==> config.mk <==
export PLATFORM = sky130hd
export DESIGN_NAME = switch_scan_ctrl
export DESIGN_NICKNAME = d
export VERILOG_FILES = /design/src/rtl/switch_pkg.sv /design/src/rtl/switch_tick_gen.sv /design/src/rtl/switch_scan_ctrl.sv
export SDC_FILE = /design/constraint.sdc
export NUM_CORES = 1
export LEC_CHECK = 0
export BUFFER_PORTS_ARGS = -buffer_cell sky130_fd_sc_hd__buf_2
export CORE_ASPECT_RATIO = 1.25
export CORE_MARGIN = 3
export CORE_UTILIZATION = 54
export CTS_BUF_LIST = sky130_fd_sc_hd__clkbuf_16
export DETAILED_ROUTE_END_ITERATION = 10
export GPL_TIMING_DRIVEN = 1
export PLACE_DENSITY = 0.76
export SKIP_CTS_REPAIR_TIMING = 1
export SYNTH_ARGS = -nofsm -noshare
export SYNTH_HDL_FRONTEND = slang
export SYNTH_SLANG_ARGS = --single-unit
==> constraint.sdc <==
create_clock -name Clk -period 3.6 [get_ports Clk]
set_clock_uncertainty 0.05 [all_clocks]
set_input_delay 0.72 -clock Clk [delete_from_list [all_inputs] [get_ports Clk]]
set_output_delay 0.72 -clock Clk [all_outputs]
set_load 0.005 [all_outputs]
==> src/rtl/switch_pkg.sv <==
// Shared constants, scan FSM state type and byte-group helper for the switch front end.
package switch_pkg;

  localparam int unsigned SW_WIDTH     = 64;
  localparam int unsigned SW_GROUPS    = 8;
  localparam int unsigned SW_GRP_W     = 8;
  localparam int unsigned SW_GRP_IDX_W = 3;

  typedef enum logic [1:0] {
    IDLE,
    SCAN,
    COMMIT
  } scan_state_e;

  typedef logic [SW_GRP_W-1:0]     grp_byte_t;
  typedef logic [SW_GRP_IDX_W-1:0] grp_idx_t;

  function automatic grp_byte_t get_byte(input logic [SW_WIDTH-1:0] word, input grp_idx_t grp);
    return word[int'(grp)*SW_GRP_W +: SW_GRP_W];
  endfunction

endpackage

==> src/rtl/switch_tick_gen.sv <==
// Free-running sample tick: o_tick is high for one cycle every TICK_DIV clocks.
module switch_tick_gen #(
  parameter int unsigned TICK_DIV = 50000
) (
  input  logic Clk,
  input  logic Reset,
  output logic o_tick
);

  localparam int unsigned       CNT_W = $clog2(TICK_DIV);
  localparam logic [CNT_W-1:0]  LAST  = CNT_W'(TICK_DIV - 1);

  logic [CNT_W-1:0] r_count;

  always_ff @(posedge Clk) begin
    if (Reset) begin
      r_count <= '0;
    end else if (r_count == LAST) begin
      r_count <= '0;
    end else begin
      r_count <= r_count + CNT_W'(1);
    end
  end

  assign o_tick = (r_count == LAST);

endmodule

==> src/rtl/switch_scan_ctrl.sv <==
// Synchronises and debounces 64 switch pins in 8 byte groups, committing Wd atomically.
// Define SWITCH_SCAN_ACTIVE_LOW_EN to treat the pins as active-low.
module switch_scan_ctrl
  import switch_pkg::*;
#(
  parameter int unsigned TICK_DIV   = 50000,
  parameter int unsigned STABLE_CNT = 4
) (
  input  logic                Clk,
  input  logic                Reset,
  input  logic [SW_WIDTH-1:0] RawSw,
  output logic [SW_WIDTH-1:0] Wd,
  output logic                Update,
  output logic                Busy
);

  localparam int unsigned     CNT_W    = 4;
  localparam logic [CNT_W-1:0] CNT_MAX  = CNT_W'(STABLE_CNT);
  localparam grp_idx_t        GRP_LAST = SW_GRP_IDX_W'(SW_GROUPS - 1);

  logic [SW_WIDTH-1:0] w_raw;
  logic [SW_WIDTH-1:0] r_sync1, r_sync2, r_snap;
  grp_byte_t           r_cand   [SW_GROUPS];
  logic [CNT_W-1:0]    r_cnt    [SW_GROUPS];
  grp_byte_t           r_shadow [SW_GROUPS];
  logic                r_dirty;
  scan_state_e         r_state;
  grp_idx_t            r_grp;
  logic [SW_WIDTH-1:0] r_wd;
  logic                r_update, r_busy;

  logic                w_tick;
  grp_byte_t           w_byte, w_cand_next;
  logic [CNT_W-1:0]    w_cnt_next;
  logic                w_commit;
  logic [SW_WIDTH-1:0] w_shadow_word;

`ifdef SWITCH_SCAN_ACTIVE_LOW_EN
  assign w_raw = ~RawSw;
`else
  assign w_raw = RawSw;
`endif

  switch_tick_gen #(
    .TICK_DIV (TICK_DIV)
  ) u_tick_gen (
    .Clk    (Clk),
    .Reset  (Reset),
    .o_tick (w_tick)
  );

  // Debounce step for the group currently addressed by r_grp.
  always_comb begin
    w_byte      = get_byte(r_snap, r_grp);
    w_cand_next = r_cand[r_grp];
    w_cnt_next  = CNT_W'(1);
    if (w_byte == r_cand[r_grp]) begin
      w_cnt_next = (r_cnt[r_grp] >= CNT_MAX) ? CNT_MAX : r_cnt[r_grp] + CNT_W'(1);
    end else begin
      w_cand_next = w_byte;
    end
    w_commit = (w_cnt_next == CNT_MAX) && (w_cand_next != r_shadow[r_grp]);
  end

  always_comb begin
    w_shadow_word = '0;
    for (int g = 0; g < SW_GROUPS; g++) begin
      w_shadow_word[g*SW_GRP_W +: SW_GRP_W] = r_shadow[g];
    end
  end

  always_ff @(posedge Clk) begin
    if (Reset) begin
      r_sync1  <= '0;
      r_sync2  <= '0;
      r_snap   <= '0;
      r_dirty  <= 1'b0;
      r_state  <= IDLE;
      r_grp    <= '0;
      r_wd     <= '0;
      r_update <= 1'b0;
      r_busy   <= 1'b0;
      for (int g = 0; g < SW_GROUPS; g++) begin
        r_cand[g]   <= '0;
        r_cnt[g]    <= '0;
        r_shadow[g] <= '0;
      end
    end else begin
      r_sync1  <= w_raw;
      r_sync2  <= r_sync1;
      r_update <= 1'b0;
      unique case (r_state)
        IDLE: begin
          // One snapshot per tick so every group sees the same sample instant.
          if (w_tick) begin
            r_state <= SCAN;
            r_grp   <= '0;
            r_snap  <= r_sync2;
            r_busy  <= 1'b1;
          end
        end
        SCAN: begin
          r_cand[r_grp] <= w_cand_next;
          r_cnt[r_grp]  <= w_cnt_next;
          if (w_commit) begin
            r_shadow[r_grp] <= w_cand_next;
            r_dirty         <= 1'b1;
          end
          if (r_grp == GRP_LAST) begin
            r_state <= COMMIT;
          end
          r_grp <= r_grp + SW_GRP_IDX_W'(1);
        end
        COMMIT: begin
          if (r_dirty) begin
            r_wd     <= w_shadow_word;
            r_update <= 1'b1;
            r_dirty  <= 1'b0;
          end
          r_state <= IDLE;
          r_busy  <= 1'b0;
        end
        default: begin
          r_state <= IDLE;
          r_busy  <= 1'b0;
        end
      endcase
    end
  end

  assign Wd     = r_wd;
  assign Update = r_update;
  assign Busy   = r_busy;

  a_tick_only_in_idle: assert property (@(posedge Clk) disable iff (Reset)
    w_tick |-> (r_state == IDLE));

endmodule

# [Word level (Yosys, flattened, before mapping)]
# Memories as Yosys holds them, arrays and structs flattened. A register that Yosys moved wholly into a read port is not among the register bits.
# Index checks and enable logic that the tools add are counted.
# W data, S select, Z words.
[op_classes] addsub=3 order_cmp=1 eq_ne=10 n_shift=1 mux=37 n_bitwise=2 n_reduce_logical=15
[ops] op="$shiftx A64 B7 Y8" n=1
[ops] op="$mux W3" n=10
[ops] op="$mux W8" n=3
[ops] op="$add A16 B1 Y16 const B" n=1
[ops] op="$eq A16 B16 Y1 const B" n=1
[ops] op="$reduce_or A8 Y1" n=2
[ops] op="$mux W1" n=15
[ops] op="$mux W4" n=3
[ops] op="$reduce_and A2 Y1" n=6
[ops] op="$eq A8 B8 Y1" n=1
[ops] op="$ne A8 B8 Y1" n=1
[ops] op="$pmux W3 S2" n=1
[ops] op="$add A4 B1 Y4 const B" n=1
[ops] op="$eq A4 B3 Y1 const B" n=1
[ops] op="$ge A4 B3 Y1 const B" n=1
[ops] op="$mux W2" n=2
[ops] op="$ne A2 B2 Y1 const B" n=2
[ops] op="$pmux W1 S2" n=2
[ops] op="$pmux W2 S2" n=1
[ops] op="$reduce_bool A2 Y1" n=2
[ops] op="$reduce_or A2 Y1" n=2
[ops] op="$reduce_or A4 Y1" n=1
[ops] op="$add A3 B1 Y3 const B" n=1
[ops] op="$eq A3 B3 Y1 const B" n=1
[ops] op="other kinds (6)" n=7
[totals] register_bits=216 ram_bits=160 in_bits=66 out_inout_bits=66 elab_cells=81 memories=3
[mem_list] memory="r_cand" words=8 width=8 read_ports=1 rd_clocked_by_memory_dff=1 write_ports=8 line="switch_scan_ctrl.sv:23" text="grp_byte_t r_cand [SW_GROUPS];"
[mem_list] memory="r_shadow" words=8 width=8 read_ports=9 rd_clocked_by_memory_dff=9 write_ports=8 line="switch_scan_ctrl.sv:25" text="grp_byte_t r_shadow [SW_GROUPS];"
[mem_list] memory="r_cnt" words=8 width=4 read_ports=1 rd_clocked_by_memory_dff=1 write_ports=8 line="switch_scan_ctrl.sv:24" text="logic [CNT_W-1:0] r_cnt [SW_GROUPS];"

# [Depth between registers and ports, before layout]
[depth] word_depth=11 depth_mapped=12 ltp_nobuf=7

# [Cells and area by module]
# A second synthesis with hierarchy kept.
[hier_totals] hier_cells=1481 hier_area_um2=17005.1
[by_module_without_submodules] module="switch_scan_ctrl" n_inst=1 cells_per_inst=1399 area_each_um2=16273.1 seq_area_each_um2=10149.7
[by_module_without_submodules] module="switch_tick_gen" n_inst=1 cells_per_inst=82 area_each_um2=732.0 seq_area_each_um2=320.3

# [Least setup slack after synthesis]
# No wires, ideal clock.
[synth_path] kind="register to register" start="register (tool-made name)" end="memory r_shadow[1][0] (netlist bit), enable pin" setup_ps=384 arrival_ps=3277 t_required_ps=3166 setup_slack_ps=-111 path_stages_with_launch=12 path_buffers=4 synth_period_minus_slack_ps=3711 cell_sequence="dfxtp_1 > buf_2 > buf_4 > buf_4 > mux4_2 > mux2_2 > ha_1 > inv_1 > a31oi_1 > a311o_1 > buf_6 > o21ai_0"
[synth_lines] item="to (decl)" line="switch_scan_ctrl.sv:25"

==> flow_summary.json <==
{
  "cp_max_fo": 23,
  "worstMarginPinSlew_ns": 1.10,
  "die_h_um": 204,
  "post_synth_instance_area_mm2": 0.0169,
  "fillers": 2308,
  "period_share_pct": 94.5,
  "wl_per_cell_um": 17.6,
  "synth-seq-area-share_pct": 62.1,
  "clockRootBuffer": "clkbuf_16",
  "crit_end": "r_shadow[4][7]",
  "fin_crit_ns": 3.40,
  "grt-ovfl-total": 0,
  "synth_common_cells": "nand2_1, dfxtp_1, edfxtp_1, a21oi_1, nor2b_1",
  "crit_arrival_ns": 3.63,
  "num_rows": 71,
  "grt_setup_unrepaired": "false",
  "p_leak_nw": 6.67,
  "slew-limit-headroom_pct": 26.9,
  "synth_cells": 1468,
  "antenna_found_initial": 0,
  "areaGrowthSynthToFinish_pct": 15.1,
  "path_depth": 10,
  "yosysMostFrequentCell": "nand2_1",
  "peakVddDrop_v": 0.000408,
  "fp.coreArea_mm2": 0.0305,
  "yosysWarnings": 0,
  "hold_path_class": "in -> reg",
  "synth_top_flop_cell": "dfxtp_1",
  "worst_hold_slack_ns": 0.339,
  "cap_viol_max_count": 0,
  "register_area_mm2": 0.0105,
  "drv_slew": 0,
  "die-area_mm2": 0.0334,
  "critPathSlowestCell": "mux4_2",
  "track_usage_pct": 21.3,
  "drtIter0Drc": 1172,
  "layout.nets": 1659,
  "post-synth-top-area-cell": "dfxtp_1",
  "fin_ws_ns": 0.200,
  "async_flop_share_pct": 0,
  "setup_viol": 0,
  "final_cell_area_mm2": 0.0194,
  "place_hpwl_um": 24100,
  "slowest_delay_ns": 0.58,
  "p_per_area_mw_per_mm2": 517,
  "insertion_delay_ns": 0.54,
  "cts_sinks": 443,
  "multi_input_area_mm2": 0.00591,
  "netlist.area_leader.share_pct": 33.6,
  "drive_above_1_share_pct": 23.8,
  "cts_buffers": 42,
  "grt_max_degree": 239,
  "rrSetupSlack_ns": 0.20,
  "syn_area_per_cell_um2": 11.5,
  "cp-end-kind": "flop",
  "vias": 10900,
  "synth_edf_count": 160,
  "routabilityCongestion": 0.882,
  "path_class": "reg -> reg",
  "place_ws_ns": 0.159,
  "grt_pass1_vias": 10600,
  "htree_levels": 2,
  "postRouteAntennaNets": 0,
  "portBuffers": 131,
  "placed_cell_area_mm2": 0.0180,
  "clk_path_buf_depth": 3,
  "initial_core_util_pct": 55.3,
  "ys_seq_elements": 443,
  "setup_tns_ns": 0,
  "reg2reg_from": "r_grp[0]",
  "run_status": "finished, final reports clean",
  "synth_area_leaders": "dfxtp_1, edfxtp_1, mux4_2, nand2_1, nor2b_1",
  "route.detailed.drc": 0,
  "timing.critical_path.buf_inv": 4,
  "critPathLaunch": "r_grp[0]",
  "hold_viol_final": 0,
  "cp-start-kind": "flop",
  "power_w": 0.0100,
  "ys_types": 42,
  "reg2reg_depth": 10,
  "dr.pass1.iters": 5,
  "path_clk_slew_ns": 0.06,
  "cts_tree": "built",
  "grt_first_pass_wirelength_um": 55900,
  "drt_wl_total_um": 35700,
  "n_antenna_cell": 0,
  "worstPathCellList": "buf_12, mux4_2, mux2i_4, buf_4, xor2_1, nor4_1, a311o_2, buf_12, buf_4, nor3_2",
  "cp_data_required_time_ns": 3.83,
  "viasPerCell": 5.37,
  "cpLargestDelayFamily": "buffers and inverters",
  "io_pins": 132,
  "fp.dieW_um": 164,
  "fmax_ghz": 0.294,
  "crit-reg2reg-capture": "r_shadow[4][7]"
}
[registers in the layout, indices dropped and copies added, names as in the netlist, named ones only]
signal and count:
Busy 1, Update 1, Wd 64, r_cand 64, r_cnt 32, r_dirty 1, r_grp 3, r_shadow 64
r_snap 64, r_state 2, r_sync1 64, r_sync2 64, u_tick_gen.r_count 16
[layout make-up]
cell class | count | share of cell area (%)
repair buffers | 183 | 5.76
clock inverters | 34 | 1.45
flip-flops and latches | 443 | 54.0
clock buffers | 44 | 5.67
well taps | 401 | 2.58
multi-input cells | 913 | 30.5
inverters | 6 | 0.116
[placed cells by master (no fill, tap or decap), types with 5 or more instances in the layout]
master	count
nand3_1	5
xnor2_1	7
mux2i_4	6
buf_2	130
nor2_1	111
xor2_1	19
inv_1	9
nand2_1	284
buf_12	5
conb_1	8
nor2b_1	130
clkinv_2	10
mux4_2	51
dfxtp_1	280
o21ai_0	6
clkinv_1	11
nand2b_1	6
nor3_2	64
mux2i_1	19
buf_4	47
and3_1	8
nor3_1	6
a21oi_1	139
o21ai_2	6
clkbuf_16	44
nand4_1	5
edfxtp_1	160
[kinds of logic (layout without fill, tap and decap cells)]
| group | after synthesis | count (layout) | share of synthesized area (%) |
|---|---|---|---|
| compound gates | 159 | 159 | 4.86 |
| mux | 80 | 80 | 9.01 |
| simple gates | 636 | 636 | 19.1 |
| fa+ha+maj | 4 | 4 | 0.297 |
| flops | 443 | 443 | 62.1 |
| buf+inv | 119 | 267 | 3.21 |
| xor+xnor | 26 | 26 | 1.35 |
| other cells | 1 | 8 | 0.0222 |
[per-stage QoR]
step / util (%) / instances
after floorplan: - / 1475
after global placement: 59.2 / 1946
after detailed placement: 59.2 / 1946
after CTS: 63.7 / 2024
after global routing: 63.7 / 2024
final: 63.7 / 2024
[worst min-delay path by stage]
| stage | start | end | slack [ns] | cells after the start |
|---|---|---|---|---|
| 3_5_place_dp | r_sync1[8] | r_sync2[8] | 0.37 | 1 |
| 3_3_place_gp | r_sync1[2] | r_sync2[2] | 0.37 | 1 |
| 6_report | RawSw[33] | r_sync1[33] | 0.34 | 2 |
| 4_1_cts | RawSw[41] | r_sync1[41] | 0.32 | 2 |
| 5_1_grt | RawSw[51] | r_sync1[51] | 0.33 | 2 |
| 2_1_floorplan | r_sync1[0] | r_sync2[0] | 0.36 | 1 |
[report_power, final]
| part | internal [W] | switching (W) | leakage (nW) |
|---|---|---|---|
| Sequential | 0.00534 | 0.0000738 | 3.83 |
| Combinational | 0.000114 | 0.000138 | 2.14 |
| Clock | 0.00252 | 0.00186 | 0.698 |
[routing by layer]
metal | global-route usage, % | vias to the layer above | share of wire [%]
met1 | 25.8 | 5155 | 39
met2 | 38.4 | 407 | 52
li1 | - | 5211 | -
met4 | 8.13 | 0 | 3.7
met5 | 0 | - | 0
met3 | 2.99 | 91 | 5.9
Note: power is estimated with default switching activity, not from simulation.
